--- config.mk ---
export PLATFORM = sky130hd
export DESIGN_NAME = synapse_driver
export DESIGN_NICKNAME = d
export VERILOG_FILES = /design/src/rtl/snn_pkg.sv /design/src/rtl/synapse_weight_file.sv /design/src/rtl/synapse_driver.sv
export SDC_FILE = /design/constraint.sdc
export NUM_CORES = 1
export LEC_CHECK = 0
export ABC_AREA = 0
export BUFFER_PORTS_ARGS = -buffer_cell sky130_fd_sc_hd__buf_2
export CORE_MARGIN = 2
export CORE_UTILIZATION = 45
export CTS_CLUSTER_SIZE = 40
export DETAILED_ROUTE_END_ITERATION = 6
export PLACE_DENSITY = 0.69
export REMOVE_ABC_BUFFERS = 1
export SLEW_MARGIN = 20
export SYNTH_ARGS = -nofsm -noshare
export SYNTH_HDL_FRONTEND = slang
export SYNTH_SLANG_ARGS = --single-unit
--- constraint.sdc ---
create_clock -name clk -period 12 [get_ports clk]
set_input_delay 2.4 -clock clk [delete_from_list [all_inputs] [get_ports clk]]
set_output_delay 2.4 -clock clk [all_outputs]
set_load 0.03 [all_outputs]
--- src/rtl/snn_pkg.sv ---
// Shared definitions for the spiking-neuron datapath: widths, FSM states and
// the saturating clamp used wherever a signed accumulator drives a current.
package snn_pkg;

  localparam int CURRENT_W = 5;
  localparam int WEIGHT_W  = 4;
  localparam int ACC_W     = 9;
  localparam int SUM_W     = 8;

  typedef enum logic {
    ST_INTEGRATE = 1'b0,
    ST_REFRACT   = 1'b1
  } state_e;

  // Negative values floor at 0, values above the current range pin at max.
  function automatic logic [CURRENT_W-1:0] clamp_u(input logic signed [ACC_W-1:0] v);
    logic [CURRENT_W-1:0] r;
    if (v[ACC_W-1])
      r = '0;
    else if (|v[ACC_W-2:CURRENT_W])
      r = '1;
    else
      r = v[CURRENT_W-1:0];
    return r;
  endfunction

endpackage

--- src/rtl/synapse_weight_file.sv ---
// Per-line synaptic weights {inh, w} with a synchronous write port. Sums are
// formed from the registered weights, so a write lands only after the edge.
module synapse_weight_file
  import snn_pkg::*;
#(
  parameter int N_IN = 4
) (
  input  logic                     clk,
  input  logic                     reset,
  input  logic                     cfg_we,
  input  logic [$clog2(N_IN)-1:0]  cfg_addr,
  input  logic [WEIGHT_W:0]        cfg_wdata,
  input  logic [N_IN-1:0]          spike,
  output logic [SUM_W-1:0]         exc_sum,
  output logic [SUM_W-1:0]         inh_sum
);

  localparam int AW = $clog2(N_IN);

  logic [WEIGHT_W:0] w_q [N_IN];
  logic [WEIGHT_W:0] w_d [N_IN];

  // Address decode for the write strobe.
  always_comb begin
    for (int i = 0; i < N_IN; i++) begin
      w_d[i] = w_q[i];
      if (cfg_we && (cfg_addr == AW'(i)))
        w_d[i] = cfg_wdata;
    end
  end

  // Weight registers, cleared by reset.
  always_ff @(posedge clk) begin
    for (int i = 0; i < N_IN; i++) begin
      if (reset)
        w_q[i] <= '0;
      else
        w_q[i] <= w_d[i];
    end
  end

  // Split the weights of the active lines into excitatory and inhibitory sums.
  always_comb begin
    exc_sum = '0;
    inh_sum = '0;
    for (int i = 0; i < N_IN; i++) begin
      if (spike[i]) begin
        if (w_q[i][WEIGHT_W])
          inh_sum = inh_sum + SUM_W'(w_q[i][WEIGHT_W-1:0]);
        else
          exc_sum = exc_sum + SUM_W'(w_q[i][WEIGHT_W-1:0]);
      end
    end
  end

endmodule

--- src/rtl/synapse_driver.sv ---
// Presynaptic front end: weighted spike summation into a leaky, clamped
// current, with a refractory window triggered by the driven neuron's spike.
//
// state        | meaning
// ST_INTEGRATE | current = clamp((current >> LEAK_SHIFT) + exc - inh)
// ST_REFRACT   | current held at 0, spikes dropped, post_spike ignored;
//              | counter reaching 0 resumes integration on that same edge
module synapse_driver
  import snn_pkg::*;
#(
  parameter int N_IN           = 4,
  parameter int LEAK_SHIFT     = 1,
  parameter int REFRACT_CYCLES = 3
) (
  input  logic                     clk,
  input  logic                     reset,
  input  logic [N_IN-1:0]          spike_in,
  input  logic                     post_spike,
  input  logic                     cfg_we,
  input  logic [$clog2(N_IN)-1:0]  cfg_addr,
  input  logic [WEIGHT_W:0]        cfg_wdata,
  output logic [CURRENT_W-1:0]     current_out,
  output logic                     refractory,
  output logic [7:0]               drop_count
);

  state_e                 state_q, state_d;
  logic [3:0]             cnt_q, cnt_d;
  logic [CURRENT_W-1:0]   cur_q, cur_d;
  logic [7:0]             drop_q, drop_d;
  logic [SUM_W-1:0]       exc_sum, inh_sum;
  logic [CURRENT_W-1:0]   leak;
  logic signed [ACC_W-1:0] acc;
  logic                   discard;

  synapse_weight_file #(.N_IN(N_IN)) u_weights (
    .clk      (clk),
    .reset    (reset),
    .cfg_we   (cfg_we),
    .cfg_addr (cfg_addr),
    .cfg_wdata(cfg_wdata),
    .spike    (spike_in),
    .exc_sum  (exc_sum),
    .inh_sum  (inh_sum)
  );

  // Leaky accumulate at 9-bit width; cur_q is 0 in REFRACT, so the same
  // expression restarts integration from 0 on the exit edge.
  assign leak = cur_q >> LEAK_SHIFT;
  assign acc  = {{(ACC_W-CURRENT_W){1'b0}}, leak} + {1'b0, exc_sum} - {1'b0, inh_sum};

  // Next-state, current and drop-count logic.
  always_comb begin
    state_d = state_q;
    cnt_d   = cnt_q;
    cur_d   = cur_q;
    discard = 1'b0;
    case (state_q)
      ST_INTEGRATE: begin
        if (post_spike) begin
          state_d = ST_REFRACT;
          cnt_d   = 4'(REFRACT_CYCLES - 1);
          cur_d   = '0;
          discard = 1'b1;
        end else begin
          cur_d = clamp_u(acc);
        end
      end
      ST_REFRACT: begin
        if (cnt_q == 4'd0) begin
          state_d = ST_INTEGRATE;
          cur_d   = clamp_u(acc);
        end else begin
          cnt_d   = cnt_q - 4'd1;
          cur_d   = '0;
          discard = 1'b1;
        end
      end
      default: begin
        state_d = ST_INTEGRATE;
        cur_d   = '0;
      end
    endcase

    drop_d = drop_q;
    if (discard && (|spike_in) && (drop_q != 8'hFF))
      drop_d = drop_q + 8'd1;
  end

  // State and output registers.
  always_ff @(posedge clk) begin
    if (reset) begin
      state_q <= ST_INTEGRATE;
      cnt_q   <= '0;
      cur_q   <= '0;
      drop_q  <= '0;
    end else begin
      state_q <= state_d;
      cnt_q   <= cnt_d;
      cur_q   <= cur_d;
      drop_q  <= drop_d;
    end
  end

  assign current_out = cur_q;
  assign refractory  = (state_q == ST_REFRACT);
  assign drop_count  = drop_q;

endmodule

* Word-level counts from Yosys, hierarchy flattened *
Memory sizes are Yosys's and may differ from the RTL's.
Cells that the tools add are included.

operators by class
  $add $sub $neg = 10
  $mul = 0
  divide/modulo/power cells = 0
  $lt $le $gt $ge = 0
  equality and inequality tests = 6
  shift-type cells = 0
  mux-type cells = 38
  bitwise gates (word level) = 5
  reductions and logical operators = 11

operator list
  kind                                              count
  2-to-1 mux 8 bit                                  14
  2-to-1 mux 5 bit                                  12
  adder 8 x 4 -> 8 bit                              6
  2-to-1 mux 4 bit                                  4
  one-hot mux 5 bit (2 select lines)                1
  adder 4 x 8 -> 9 bit                              1
  subtractor 9 x 8 -> 9 bit                         1
  adder 8 x 1 -> 8 bit, second input constant       1
  inequality test 8 bit, second input constant      1
  one-hot mux 4 bit (2 select lines)                1
  logical AND 1 bit                                 6
  2-to-1 mux 1 bit                                  5
  == test 2 bit, second input constant              2
  logical NOT 4 bit                                 1
  inequality test 2 bit, second input constant      2
  OR 1 bit                                          4
  OR reduction 4 bit                                1
  subtractor 4 x 1 -> 4 bit, second input constant  1
  OR reduction 3 bit                                1
  == test 2 x 1 -> 1 bit, second input constant     1
  logical NOT 2 bit                                 1
  one-hot mux 1 bit (2 select lines)                1
  AND reduction 2 bit                               1
  inverter 1 bit                                    1

storage, ports and cells
  flip-flop bits (word level) = 18
  latch bits = 0
  memory bits (writable) = 20
  bits in read-only memories = 0
  memories = 1

memories
  memory         depth  width  read ports  clocked after Yosys merged registers in  write ports  RTL line                   source
  u_weights.w_q  4      5      4           0                                        4            synapse_weight_file.sv:20  logic [WEIGHT_W:0] w_q [N_IN];

* Depth between registers and ports, before layout *
An unclocked memory read counts as a cell.

  depth after elaboration = 19
  depth in mapped cells = 24
  mapped depth without buffers = 24

* Hierarchy *
Synthesis repeated with hierarchy kept, for this count alone.

unflattened totals
  cells, all modules = 357
  area total of the unflattened synthesis = 3291.9 um^2

modules (own cells, without submodules)
  module               times used  cells an instance  area each (um^2)  seq. area each (um^2)
  synapse_weight_file  1           215                2003.2            400.4
  synapse_driver       1           142                1288.7            360.3

* Least setup slack after synthesis *
OpenSTA, ideal clock, no wires.

  path kind = input-to-reg
  from = input port spike_in[0]
  to = register cur_q[2] (netlist: current_out[2])
  data arrival time = 6.880 ns
  data required time = 11.875 ns
  path slack = 4.995 ns
  cell stages on the path = 21
  path buffers = 0
  cells stage by stage = nor2b_1 > and2_1 > ha_1 > fa_1 > mux2i_1 > fa_1 > mux2_2 > inv_1 > ha_1 > a21o_1 > a21oi_1 > xnor2_1 > o22ai_1 > a41oi_1 > fa_1 > ha_1 > a21o_1 > a21oi_1 > a21oi_1 > and4b_1 > a31oi_1

on the way
  word-level cells in the longest chain between the ends = 17
  elaborated cells on any way between the ends = 28

ends and longest elaborated chain
  item                                  RTL line                                    source
  start: declaration                    synapse_driver.sv:17                        input logic [N_IN-1:0] spike_in,
  2-to-1 mux 8 bit                      synapse_weight_file.sv:47                   if (spike[i]) begin
  adder 8 x 4 -> 8 bit                  synapse_weight_file.sv:51                   exc_sum = exc_sum + SUM_W'(w_q[i][WEIGHT_W-1:0]);
  2-to-1 mux 8 bit                      synapse_weight_file.sv:48                   if (w_q[i][WEIGHT_W])
  2-to-1 mux 8 bit                      synapse_weight_file.sv:47
  adder 8 x 4 -> 8 bit                  synapse_weight_file.sv:51
  2-to-1 mux 8 bit                      synapse_weight_file.sv:48
  2-to-1 mux 8 bit                      synapse_weight_file.sv:47
  adder 8 x 4 -> 8 bit                  synapse_weight_file.sv:51
  2-to-1 mux 8 bit                      synapse_weight_file.sv:48
  2-to-1 mux 8 bit                      synapse_weight_file.sv:47
  adder 4 x 8 -> 9 bit                  synapse_driver.sv:50                        assign acc = {{(ACC_W-CURRENT_W){1'b0}}, leak} + {1'b0, exc_sum} - {1'b0, inh_sum};
  subtractor 9 x 8 -> 9 bit *           synapse_driver.sv:50
  OR reduction 3 bit                    snn_pkg.sv:20                               else if (|v[ACC_W-2:CURRENT_W])
  2-to-1 mux 5 bit                      snn_pkg.sv:20
  2-to-1 mux 5 bit *                    snn_pkg.sv:18                               if (v[ACC_W-1])
  2-to-1 mux 5 bit (on tied branches)   synapse_driver.sv:70, synapse_driver.sv:60
  one-hot mux 5 bit (2 select lines) *  synapse_driver.sv:58                        case (state_q)
  end signal: assignment                synapse_driver.sv:100                       cur_q <= cur_d;
  end: declaration                      synapse_driver.sv:29                        logic [CURRENT_W-1:0] cur_q, cur_d;

Every way passes the cells marked *; elsewhere a longest branch is shown, timed or not.
A chain may end at the register's enable or synchronous reset.

* Worst setup path after layout *
Ends and elaborated chain as after synthesis.

==> reports/qor.yml <==
worst_hold_endpoint: "drop_count[5]"
synth.top_cells.by_area: "dfxtp_1, ha_1, mux2i_1"
firstDrtPassIters: 4
timing.final.crit_share_pct: 62.1
cp_data_required_time_ns: 12.19
clkPwrFrac_pct: 27.1
synthArstFlopShare_pct: 0
start_util_pct: 45.7
finalWirelength_mm: 7.02
tritoncts: "built"
power_frac_seq_pct: 35.2
via_per_inst: 5.29
nNetsFinal: 462
clk_pin_slew_ns: 0.08
timing.setup.critical_path_class: "input port to register"
yosys_warn_count: 0
weighted_congestion_at_the_end_of_routability_driven_global_placement: 0.880
r2r_endpoint: "current_out[2]"
vdd_ir_drop_max_mv: 0.0640
grt_start_max_net_pins: 35
holdBufCountCts: 0
cts_max_path_buffers: 2
synth-seq-area-share_pct: 23.3
power.static_leakage_nw: 1.75
postSynthAreaPerCell_um2: 8.87
detailedRoute.firstIterationViolations: 104
grt_first_pass_wirelength_mm: 11.8
track_usage_pct: 19.4
crit_path_cell_trace: "buf_2 > nor2b_1 > and2_1 > ha_1 > fa_1 > mux2i_1 > inv_1 > ha_1 > a21o_1 > a21oi_1 > xnor2_1 > nor2_1 > a31oi_1 > ha_1 > xnor2_1 > o22ai_1 > a41oi_1 > fa_1 > ha_1 > a21o_1 > a21oi_1 > a21oi_1 > and4b_1 > a31oi_1"
design.portCount: 29
min_period_ns: 7.45
timing.reg2reg.worst_path_depth: 23
cts.sink_count: 38
die_height_um: 89.2
timing.final.setup_violations: 0
max-cap-violations: 0
clock.fmax_mhz: 134
final.fill_count: 725
core_area_mm2: 0.00714
multi_input_area_mm2: 0.00241
seq_area_um2: 761
holdCritPathClass: "register to register"
portBuffers: 28
synthesis.area_mm2: 0.00326
synth.top_cell.area_share_pct: 23.3
final_common_cell: "nor2_1"
synth_largest_area_cell: "dfxtp_1"
timing_max_transition_violations_final: 0
unrepaired_setup_endpoints_after_global_routing: "false"
clock-skew-final_ns: 0.00507
post-dp-hpwl_mm: 5.65
hold_start: "drop_count[5]"
final.hold.worst_slack_ns: 0.515
globalRouteOverflowTotal: 0
worst_slew_pin_slew_ns: 0.643
clock_tree_root_driver_cell: "clkbuf_8"
fp.dieArea_mm2: 0.00795
cp_most_frequent_cell: "ha_1"
critical_path.endpoint_type: "register"
outcome: "complete, no violations"
timing.final.hold_violations: 0
routed-via-count: 2634
setup-tns-final_ns: 0
worst_ep_arrival_time_ns: 7.64
detail-route-antenna-nets: 0
synth_edf_count: 0
netSwitchingFraction_pct: 36.3
r2r_start: "u_weights.w_q[0][4]"
power.net_switching_w: 0.000150
antenna_found_initial: 0
post_route_cells_drive_above_1_share_pct: 13.5
cts_setup_buffers: 0
floorplan.rows: 31
rrSetupSlack_ns: 6.44
crit_slowest_cell: "fa_1"
post_synth_top_flop: "dfxtp_1"
vias_in_the_first_global_route: 2542
min_path_cells: 2
insertion_delay_ns: 0.30
die_width_um: 89.2
worst_slew_margin_rel_pct: 56.7
worstSetupStartpointType: "input port"
area.growth.synth_to_final_pct: 11.0
cell_internal_pwr_w: 0.000263
final_cell_mix: "nor2_1, ha_1, dfxtp_1, buf_2, mux2i_1"
ys_ff_latch: 38
cts-resized-gates: 0
critPathMaxStageDelay_ns: 0.48
antenna-diode-count: 0
syn-instance-count: 368
average_wire_length_per_cell_after_detail_routing_um: 14.1
synthDistinctLibCells: 54
tritoncts.num_buffers: 5
worst-path-max-fanout: 7
power_density_mw_per_mm2: 114
ctsHtreeMaxLevel: 2
p_comb_share_pct: 37.8
remaining_drc_errors: 0
worst max path at each step:
stage                                 to        start  slack, ns
final                     current_out[2]  spike_in[0]       4.55
after global routing      current_out[3]  spike_in[0]       4.09
after CTS                 current_out[2]  spike_in[0]       4.53
after detailed placement  current_out[2]  spike_in[0]       4.26
after global placement    current_out[2]  spike_in[0]       4.34
after floorplan           current_out[2]  spike_in[0]       5.00
cell usage after synthesis (3+ instances only):
| cell | instances |
|---|---|
| o21ai_0 | 9 |
| mux2i_1 | 26 |
| ha_1 | 38 |
| a31oi_1 | 6 |
| nand2_2 | 3 |
| nand3b_1 | 5 |
| dfxtp_1 | 38 |
| xnor2_1 | 12 |
| fa_1 | 11 |
| a21o_1 | 8 |
| clkbuf_1 | 5 |
| nand3_1 | 8 |
| a21oi_1 | 20 |
| inv_1 | 21 |
| nor2_1 | 46 |
| and2_1 | 7 |
| and3_1 | 5 |
| nand4_1 | 5 |
| nand2_1 | 17 |
| nor2b_1 | 13 |
| mux2_2 | 6 |
| nor3_1 | 3 |
| xor2_1 | 14 |
| nand2b_1 | 5 |
kinds of logic (layout without fill, tap and decap cells):
logic type | Yosys count | count (layout) | share of synthesized area (%)
and+or+nand+nor | 134 | 134 | 22.1
AOI/OAI and AO/OA | 62 | 62 | 12.8
adders and majority gates | 49 | 49 | 21.3
DFF | 38 | 38 | 23.3
muxes | 33 | 33 | 10.5
xor gates and xnor gates | 26 | 26 | 6.98
buffers and inverters | 26 | 57 | 2.99
registers in the layout, indices dropped and copies added (netlist names):
signal and flops:
drop_count 8, cnt_q 4, u_weights.w_q 20, refractory 1, current_out 5
layer usage:
layer | track usage, % | wire length (um)
met2 | 32.2 | 3310
met4 | 5.83 | 120
met1 | 25.7 | 3370
met5 | 0 | 0
met3 | 3.42 | 226
power groups by stage:
stage | Sequential (W) | Combinational, W | Clock [W]
detailed placement | 0.000149 | 0.000156 | 0
CTS | 0.000146 | 0.000157 | 0.000115
global placement | 0.000148 | 0.000152 | 0
global route | 0.000147 | 0.000174 | 0.000121
floorplan | 0.000161 | 0.000106 | 0
finish | 0.000145 | 0.000156 | 0.000112
cell type report:
class	count	area share (%)
Tap cell	99	3.42
Timing Repair Buffer	28	3.87
Inverter	21	2.18
Clock inverter	3	1.24
Clock buffer	5	1.90
Sequential cell	38	21.0
Multi-Input combinational cell	304	66.4
through the flow:
step	instances	setup slack, ns	power (W)	area (um^2)	utilization, %
2_1_floorplan	363	5.00	0.000267	3250	-
3_3_place_gp	490	4.34	0.000300	3510	49.2
3_5_place_dp	490	4.26	0.000305	3510	49.2
4_1_cts	498	4.53	0.000418	3620	50.8
5_1_grt	498	4.09	0.000443	3620	50.8
6_report	498	4.55	0.000413	3620	50.8
critical path, delay by kind of cell:
kind,cells,cell delay (ns)
AOI/OAI and AO/OA,9,1.52
and+or+nand+nor,4,0.83
xor gates and xnor gates,2,0.37
buffers and inverters,2,0.21
adders and majority gates,6,2.00
muxes,1,0.28
Note: power is estimated with default switching activity, not from simulation.
